<file path="src/rtl/mac_pkg.sv">
// mac_pkg: definitions shared by the MAC sequencer, its operand FIFO and
// the mac_datapath benches.
//   MAC_DATA_W     operand width of A/B
//   MAC_N_TERMS    products accumulated per run
//   MAC_FIFO_DEPTH operand FIFO entries (power of two)
//   MAC_TERM_W     term counter width (N_TERMS is legal in 1..15)
//   mac_state_t    3-bit sequencer state encoding
package mac_pkg;

  localparam int MAC_DATA_W     = 4;
  localparam int MAC_N_TERMS    = 10;
  localparam int MAC_FIFO_DEPTH = 4;
  localparam int MAC_TERM_W     = 4;

  typedef enum logic [2:0] {
    ST_IDLE  = 3'd0,
    ST_FETCH = 3'd1,
    ST_MUL   = 3'd2,
    ST_MOV   = 3'd3,
    ST_ACC   = 3'd4,
    ST_OUT   = 3'd5,
    ST_DONE  = 3'd6
  } mac_state_t;

  // Counter value of the final term for a run of n_terms products.
  function automatic logic [MAC_TERM_W-1:0] last_term_idx(input int n_terms);
    return MAC_TERM_W'(n_terms - 1);
  endfunction

endpackage

</file>
<file path="src/rtl/mac_sequencer_if.sv">
// mac_sequencer_if: operand-pair producer channel into the sequencer.
//   in_valid  producer holds an operand pair on in_a/in_b
//   in_ready  sequencer FIFO can take a pair this cycle
//   in_a/in_b operand pair, DATA_W bits each
// Handshake: a pair is transferred on every rising clock edge where
// in_valid && in_ready are both high. The producer keeps in_a/in_b stable
// while in_valid is high and ready is low; in_ready never depends on
// in_valid.
//   master modport: producer side
//   slave modport:  sequencer side
interface mac_sequencer_if
  import mac_pkg::*;
#(
  parameter int DATA_W = MAC_DATA_W
) ();

  logic              in_valid;
  logic              in_ready;
  logic [DATA_W-1:0] in_a;
  logic [DATA_W-1:0] in_b;

  modport master (output in_valid, output in_a, output in_b, input in_ready);
  modport slave  (input in_valid, input in_a, input in_b, output in_ready);

endinterface

</file>
<file path="src/rtl/mac_operand_fifo.sv">
// mac_operand_fifo: synchronous FIFO holding operand pairs.
//   clk, rst     clock, synchronous active-high reset (empties the FIFO)
//   push_i       write wdata_i (ignored when full)
//   pop_i        drop the head entry (ignored when empty)
//   wdata_i      entry to write
//   rdata_o      current head entry (valid while !empty_o)
//   full_o       DEPTH entries stored
//   empty_o      no entries stored
// Push and pop in the same cycle both take effect when the FIFO is not
// full (and not empty), leaving the occupancy unchanged.
module mac_operand_fifo #(
  parameter int WIDTH = 8,
  parameter int DEPTH = 4
) (
  input  logic             clk,
  input  logic             rst,
  input  logic             push_i,
  input  logic             pop_i,
  input  logic [WIDTH-1:0] wdata_i,
  output logic [WIDTH-1:0] rdata_o,
  output logic             full_o,
  output logic             empty_o
);

  localparam int PTR_W = $clog2(DEPTH);
  localparam logic [PTR_W:0] FULL_CNT = DEPTH[PTR_W:0];

  logic [WIDTH-1:0] mem_q [DEPTH];
  logic [PTR_W-1:0] wr_ptr_q, wr_ptr_d;
  logic [PTR_W-1:0] rd_ptr_q, rd_ptr_d;
  logic [PTR_W:0]   count_q, count_d;
  logic             do_push, do_pop;

  assign full_o  = (count_q == FULL_CNT);
  assign empty_o = (count_q == '0);
  assign rdata_o = mem_q[rd_ptr_q];

  assign do_push = push_i && !full_o;
  assign do_pop  = pop_i && !empty_o;

  // Depth is a power of two, so the pointers wrap naturally.
  always_comb begin
    wr_ptr_d = wr_ptr_q;
    rd_ptr_d = rd_ptr_q;
    count_d  = count_q;
    if (do_push) wr_ptr_d = wr_ptr_q + 1'b1;
    if (do_pop)  rd_ptr_d = rd_ptr_q + 1'b1;
    case ({do_push, do_pop})
      2'b10:   count_d = count_q + 1'b1;
      2'b01:   count_d = count_q - 1'b1;
      default: count_d = count_q;
    endcase
  end

  always_ff @(posedge clk) begin
    if (rst) begin
      wr_ptr_q <= '0;
      rd_ptr_q <= '0;
      count_q  <= '0;
    end else begin
      wr_ptr_q <= wr_ptr_d;
      rd_ptr_q <= rd_ptr_d;
      count_q  <= count_d;
    end
  end

  // Storage needs no reset: entries are only read after being written.
  always_ff @(posedge clk) begin
    if (do_push) mem_q[wr_ptr_q] <= wdata_i;
  end

endmodule

</file>
<file path="src/rtl/mac_sequencer.sv">
// mac_sequencer: control and operand stage in front of mac_datapath.
// Operand pairs arrive through a small FIFO; on start the FSM presents
// N_TERMS pairs on A/B, pulsing load_a/load_b, load_m, load_acc with
// count_enable for each, then load_out and a one-cycle seq_done.
//   clk, rst        single clock, synchronous active-high reset
//   prod            producer channel (valid/ready operand pairs)
//   start           begin a run (acted on only in IDLE)
//   A, B            registered operands to the datapath
//   load_a, load_b, load_m, load_acc, load_out, count_enable
//                   registered datapath strobes, one cycle each
//   busy            state is not IDLE
//   seq_done        one-cycle end-of-run pulse
//   err             sticky: a start arrived while busy
//   dbg_state_o     current FSM state
// All outputs are registered except prod.in_ready, which is combinational
// from FIFO occupancy and rst.
module mac_sequencer
  import mac_pkg::*;
#(
  parameter int DATA_W     = MAC_DATA_W,
  parameter int N_TERMS    = MAC_N_TERMS,
  parameter int FIFO_DEPTH = MAC_FIFO_DEPTH
) (
  input  logic              clk,
  input  logic              rst,
  mac_sequencer_if.slave    prod,
  input  logic              start,
  output logic [DATA_W-1:0] A,
  output logic [DATA_W-1:0] B,
  output logic              load_a,
  output logic              load_b,
  output logic              load_m,
  output logic              load_acc,
  output logic              load_out,
  output logic              count_enable,
  output logic              busy,
  output logic              seq_done,
  output logic              err,
  output mac_state_t        dbg_state_o
);

  localparam logic [MAC_TERM_W-1:0] LAST_TERM = last_term_idx(N_TERMS);

  mac_state_t            state_q;
  logic [MAC_TERM_W-1:0] term_q;
  logic [DATA_W-1:0]     a_q, b_q;
  logic                  load_ab_q, load_m_q, load_acc_q, load_out_q;
  logic                  seq_done_q, busy_q, err_q;

  logic                  fifo_full, fifo_empty, fifo_push, fifo_pop;
  logic [2*DATA_W-1:0]   fifo_head;

  // ---------------------------------------------------------------------
  // Operand FIFO: accepts pushes in every state, pops only in FETCH.
  // ---------------------------------------------------------------------
  assign prod.in_ready = !fifo_full && !rst;
  assign fifo_push     = prod.in_valid && prod.in_ready;
  assign fifo_pop      = (state_q == ST_FETCH) && !fifo_empty;

  mac_operand_fifo #(
    .WIDTH (2*DATA_W),
    .DEPTH (FIFO_DEPTH)
  ) u_fifo (
    .clk     (clk),
    .rst     (rst),
    .push_i  (fifo_push),
    .pop_i   (fifo_pop),
    .wdata_i ({prod.in_a, prod.in_b}),
    .rdata_o (fifo_head),
    .full_o  (fifo_full),
    .empty_o (fifo_empty)
  );

  // ---------------------------------------------------------------------
  // FSM. Each strobe register is set on the transition into the state it
  // belongs to, so it is high for exactly the cycle spent in that state
  // and no two strobe groups can ever overlap.
  // ---------------------------------------------------------------------
  always_ff @(posedge clk) begin
    if (rst) begin
      state_q    <= ST_IDLE;
      term_q     <= '0;
      a_q        <= '0;
      b_q        <= '0;
      load_ab_q  <= 1'b0;
      load_m_q   <= 1'b0;
      load_acc_q <= 1'b0;
      load_out_q <= 1'b0;
      seq_done_q <= 1'b0;
      busy_q     <= 1'b0;
      err_q      <= 1'b0;
    end else begin
      load_ab_q  <= 1'b0;
      load_m_q   <= 1'b0;
      load_acc_q <= 1'b0;
      load_out_q <= 1'b0;
      seq_done_q <= 1'b0;

      // err clears when a start is accepted, and latches on a start that
      // the FSM has to drop because a run is in progress.
      if (state_q == ST_IDLE) begin
        if (start) err_q <= 1'b0;
      end else if (start) begin
        err_q <= 1'b1;
      end

      case (state_q)
        ST_IDLE: begin
          term_q <= '0;
          if (start) begin
            state_q <= ST_FETCH;
            busy_q  <= 1'b1;
          end
        end
        ST_FETCH: begin
          // Empty FIFO: wait here with strobes low and A/B held.
          if (!fifo_empty) begin
            a_q       <= fifo_head[2*DATA_W-1:DATA_W];
            b_q       <= fifo_head[DATA_W-1:0];
            load_ab_q <= 1'b1;
            state_q   <= ST_MUL;
          end
        end
        ST_MUL: begin
          load_m_q <= 1'b1;
          state_q  <= ST_MOV;
        end
        ST_MOV: begin
          load_acc_q <= 1'b1;
          state_q    <= ST_ACC;
        end
        ST_ACC: begin
          if (term_q == LAST_TERM) begin
            load_out_q <= 1'b1;
            state_q    <= ST_OUT;
          end else begin
            term_q  <= term_q + 4'd1;
            state_q <= ST_FETCH;
          end
        end
        ST_OUT: begin
          seq_done_q <= 1'b1;
          state_q    <= ST_DONE;
        end
        ST_DONE: begin
          busy_q  <= 1'b0;
          state_q <= ST_IDLE;
        end
        default: begin
          busy_q  <= 1'b0;
          state_q <= ST_IDLE;
        end
      endcase
    end
  end

  assign A            = a_q;
  assign B            = b_q;
  assign load_a       = load_ab_q;
  assign load_b       = load_ab_q;
  assign load_m       = load_m_q;
  assign load_acc     = load_acc_q;
  assign count_enable = load_acc_q;
  assign load_out     = load_out_q;
  assign busy         = busy_q;
  assign seq_done     = seq_done_q;
  assign err          = err_q;
  assign dbg_state_o  = state_q;

endmodule

</file>
<file path="src/flat_wrapper.sv">
// flat-port wrapper written by rule: the top's interface ports become plain ports
module mac_sequencer_flat import mac_pkg::*;
#(
  parameter int DATA_W     = MAC_DATA_W,
  parameter int N_TERMS    = MAC_N_TERMS,
  parameter int FIFO_DEPTH = MAC_FIFO_DEPTH
)
  (clk, rst, start, A, B, load_a, load_b, load_m, load_acc, load_out, count_enable, busy, seq_done, err, dbg_state_o, prod_in_valid, prod_in_a, prod_in_b, prod_in_ready);
  mac_sequencer_if #(.DATA_W(DATA_W)) prod_i ();
  input  logic clk;
  input  logic rst;
  input  logic start;
  output logic [DATA_W-1:0] A;
  output logic [DATA_W-1:0] B;
  output logic load_a;
  output logic load_b;
  output logic load_m;
  output logic load_acc;
  output logic load_out;
  output logic count_enable;
  output logic busy;
  output logic seq_done;
  output logic err;
  output mac_state_t dbg_state_o;
  input wire logic [$bits(prod_i.in_valid)-1:0] prod_in_valid;
  input wire logic [$bits(prod_i.in_a)-1:0] prod_in_a;
  input wire logic [$bits(prod_i.in_b)-1:0] prod_in_b;
  output wire logic [$bits(prod_i.in_ready)-1:0] prod_in_ready;
  assign prod_i.in_valid = prod_in_valid;
  assign prod_i.in_a = prod_in_a;
  assign prod_i.in_b = prod_in_b;
  assign prod_in_ready = prod_i.in_ready;
  mac_sequencer #(.DATA_W(DATA_W), .N_TERMS(N_TERMS), .FIFO_DEPTH(FIFO_DEPTH)) u_core (.clk(clk), .rst(rst), .prod(prod_i), .start(start), .A(A), .B(B), .load_a(load_a), .load_b(load_b), .load_m(load_m), .load_acc(load_acc), .load_out(load_out), .count_enable(count_enable), .busy(busy), .seq_done(seq_done), .err(err), .dbg_state_o(dbg_state_o));
endmodule
</file>
<file path="config.mk">
export PLATFORM = sky130hd
export DESIGN_NAME = mac_sequencer_flat
export DESIGN_NICKNAME = d
export VERILOG_FILES = /design/src/rtl/mac_pkg.sv /design/src/rtl/mac_sequencer_if.sv /design/src/rtl/mac_operand_fifo.sv /design/src/rtl/mac_sequencer.sv /design/src/flat_wrapper.sv
export SDC_FILE = /design/constraint.sdc
export NUM_CORES = 1
export LEC_CHECK = 0
export ABC_AREA = 1
export CAP_MARGIN = 20
export CORE_MARGIN = 10
export CORE_UTILIZATION = 35
export DETAILED_ROUTE_END_ITERATION = 8
export GPL_ROUTABILITY_DRIVEN = 0
export PLACE_DENSITY = 0.65
export SLEW_MARGIN = 10
export SYNTH_ARGS = -nofsm -noshare
export SYNTH_HDL_FRONTEND = slang
export SYNTH_SLANG_ARGS = --single-unit
</file>
<file path="constraint.sdc">
create_clock -name clk -period 5.9 [get_ports clk]
set_input_delay 1.77 -clock clk [delete_from_list [all_inputs] [get_ports clk]]
set_output_delay 1.77 -clock clk [all_outputs]
set_load 0.005 [all_outputs]
</file>
==> key figures <==
Logic synthesis
  • Mapped Area: 2540 um2
  • Synth unique cells: 30
  • Most frequent cells after synthesis: nor2_1, o21ai_0, edfxtp_1
  • Primary FF master, synth: edfxtp_1
  • EDFF count, synth: 32
  • Mapped Cells: 255
  • Syn Area/Cell: 9.97 um2
  • Sequential area share after synthesis: 0.606
  • Synth Register Bits: a little over 60
  • Count leader, synth: nor2_1
  • Area contributors post-synth: edfxtp_1, dfxtp_1, nor2_1
  • Ys async rst share: 0
  • Synthesis Warnings: 0
  • Syn nets: 275
  • Post-synthesis cell type with the largest combined area: edfxtp_1
  • Post-synth top area share: 0.378

STA
  • Fin Setup TNS: 0 ns
  • Rel. slew slack: 0.455
  • Fin. Hold Viols: 0
  • RSZ-0062 raised after global routing: no
  • Final slew viol count: 0
  • Crit share post-route: 0.814
  • Post-route minimum period: 4.80 ns
  • Fmax: 208 MHz
  • Clock skew: 0.00960 ns
  • Final setup violation count: 0
  • Hold Slack: 0.463 ns
  • Worst slew pin tran: 0.815 ns

CTS
  • Reg clk slew, reported paths: 0.06 ns
  • Hold Buf Count CTS: 0
  • Post-CTS setup buffers: 0
  • Clk Latency, worst-skew pair: between 0.3 and 0.4 ns
  • Total clock sinks: 61
  • CTS resizes: 0
  • Clock Tree Root: clkbuf_8
  • H-tree depth: 3
  • CTS tree: done
  • Clock buffer count from CTS: 9
  • Maximum clock insertion buffer count: 2

Global route
  • Vias in the first global route: 1,725
  • First-pass GRT wire length: 8000 um
  • Tot GR Track Use: 0.0907
  • Initial antenna violation count: 0
  • Grt ovf: 0
  • Pin count of the biggest net entering global routing: 20

Power and ir drop
  • PwrDens: 303 nW/um2
  • Peak VDD IR: 0.0000933 V
  • Leakage power: 1.14 nW

Critical path
  • Worst path arrival time: 3.03 ns
  • CP Capture Type: output pin
  • WS Path Type: in -> out
  • Req. time, crit path: between 4 and 5 ns
  • CP Launch Type: input pin
  • Crit-path max FO: 15

Layout
  • Layout cells sized above 1: 0.109
  • Synthesis-to-finish area growth: 21.4%
  • Diode count: 0
  • Util after Layout: 0.430
  • Final-stage net count: 309

Place
  • Detailed placement HPWL: 3270 um
  • I/O Buffers: 32

Drt
  • Pre-antenna DRT Iters: 4
  • DRC viols: 0
  • Detail Route Antenna Nets: 0
  • Via count: 1,755
  • Via density: 4.47
  • Routed len/inst: 12.0 um
  • Final WL: 4710 um
  • Initial DRC count: 51

Floorplanning
  • Core footprint: 7180 um2
  • Num ports: 33
  • Die footprint: 11,100 um2
  • Die Y: ~110 um
  • Die W: 105 um
  • Starting Density: 0.354
  • FP Rows: 31

Min path
  • Hold WC Path Type: reg -> reg

Run
  • Max-Cap Viols: 0

Status
  • Status: completed
## per-layer routing
metal	vias up	track usage	wire length (um)
li1	915	-	-
met1	799	0.0989	2100
met2	31	0.141	2190
met3	10	0.0420	301
met4	0	0.0559	127
met5	-	0	0
## critical path, cell delays in order
cell,delay [ns]
clkdlybuf4s50_1,0.40
buf_4,0.19
a31oi_1,0.15
clkdlybuf4s50_1,0.52
## through the flow
stage	setup slack [ns]	instance area (um2)	instances	total power [W]
floorplan	2.21	2540	255	0.000576
global placement	1.10	2910	377	0.000621
detailed placement	1.08	2910	377	0.000624
CTS	1.08	3090	393	0.000947
global route	1.02	3090	393	0.000989
finish	1.10	3090	393	0.000935
## kinds of logic after synthesis
| logic type | share of synthesized area |
|---|---|
| flops | 0.606 |
| compound gates | 0.119 |
| fa+ha+maj | 0.0423 |
| simple gates | 0.156 |
| xor+xnor | 0.00345 |
| buf+inv | 0.0728 |
## flip-flops by register name, indices dropped and copies added, names as in the netlist
name and flops:
u_core.term_q 4, u_core.busy 1, u_core.count_enable 1, u_core.err 1, u_core.A 4, u_core.load_out 1, u_core.u_fifo.mem_q 32, u_core.load_a 1
u_core.u_fifo.rd_ptr_q 2, u_core.seq_done 1, u_core.u_fifo.count_q 3, u_core.B 4, u_core.dbg_state_o 3, u_core.load_m 1, u_core.u_fifo.wr_ptr_q 2
## cell usage in the layout, fill, tap and decap left out
cell             instances
a211oi_1                 1
inv_6                    1
clkinvlp_4               2
nor3_1                   2
nor2_1                  58
xor2_1                   1
a21oi_2                  1
edfxtp_1                32
clkbuf_8                 9
buf_4                    1
nand2_4                  1
clkdlybuf4s50_1         32
nor2b_1                  1
ha_1                     7
nand3_1                  5
o21ai_1                  7
nor2_4                   2
clkinv_2                 2
nand3_2                  1
a21oi_1                 13
nand2_1                 17
fa_1                     1
clkinv_4                 3
nand2_2                  2
a31oi_1                  2
o21ai_0                 33
inv_2                    3
dfxtp_1                 29
o211ai_1                 1
nor2_2                   3
inv_4                    1
inv_1                   20
## power by group
| part | switching, W | internal (W) |
|---|---|---|
| logic | 0.0000695 | 0.0000568 |
| registers | 0.0000180 | 0.000469 |
| clock network | 0.000169 | 0.000153 |
## final timing paths
path                               from                        to  slack [ns]  depth (start not counted)
setup / recovery                    rst             prod_in_ready        1.10                          4
hold / removal              u_core.busy               u_core.busy        0.46                          2
hold reg to reg             u_core.busy               u_core.busy        0.46                          2
setup reg to reg  u_core.dbg_state_o[1]  u_core.u_fifo.count_q[2]        3.79                         12
## cell type report
type | count | area (um2)
fillers | 682 | 4090
multi-input cells | 159 | 816
clock buffers | 9 | 124
flip-flops and latches | 61 | 1540
clock inverters | 7 | 51.3
well taps | 99 | 124
inverters | 25 | 101
repair buffers | 33 | 328
Power figures use the tool's default switching activity.
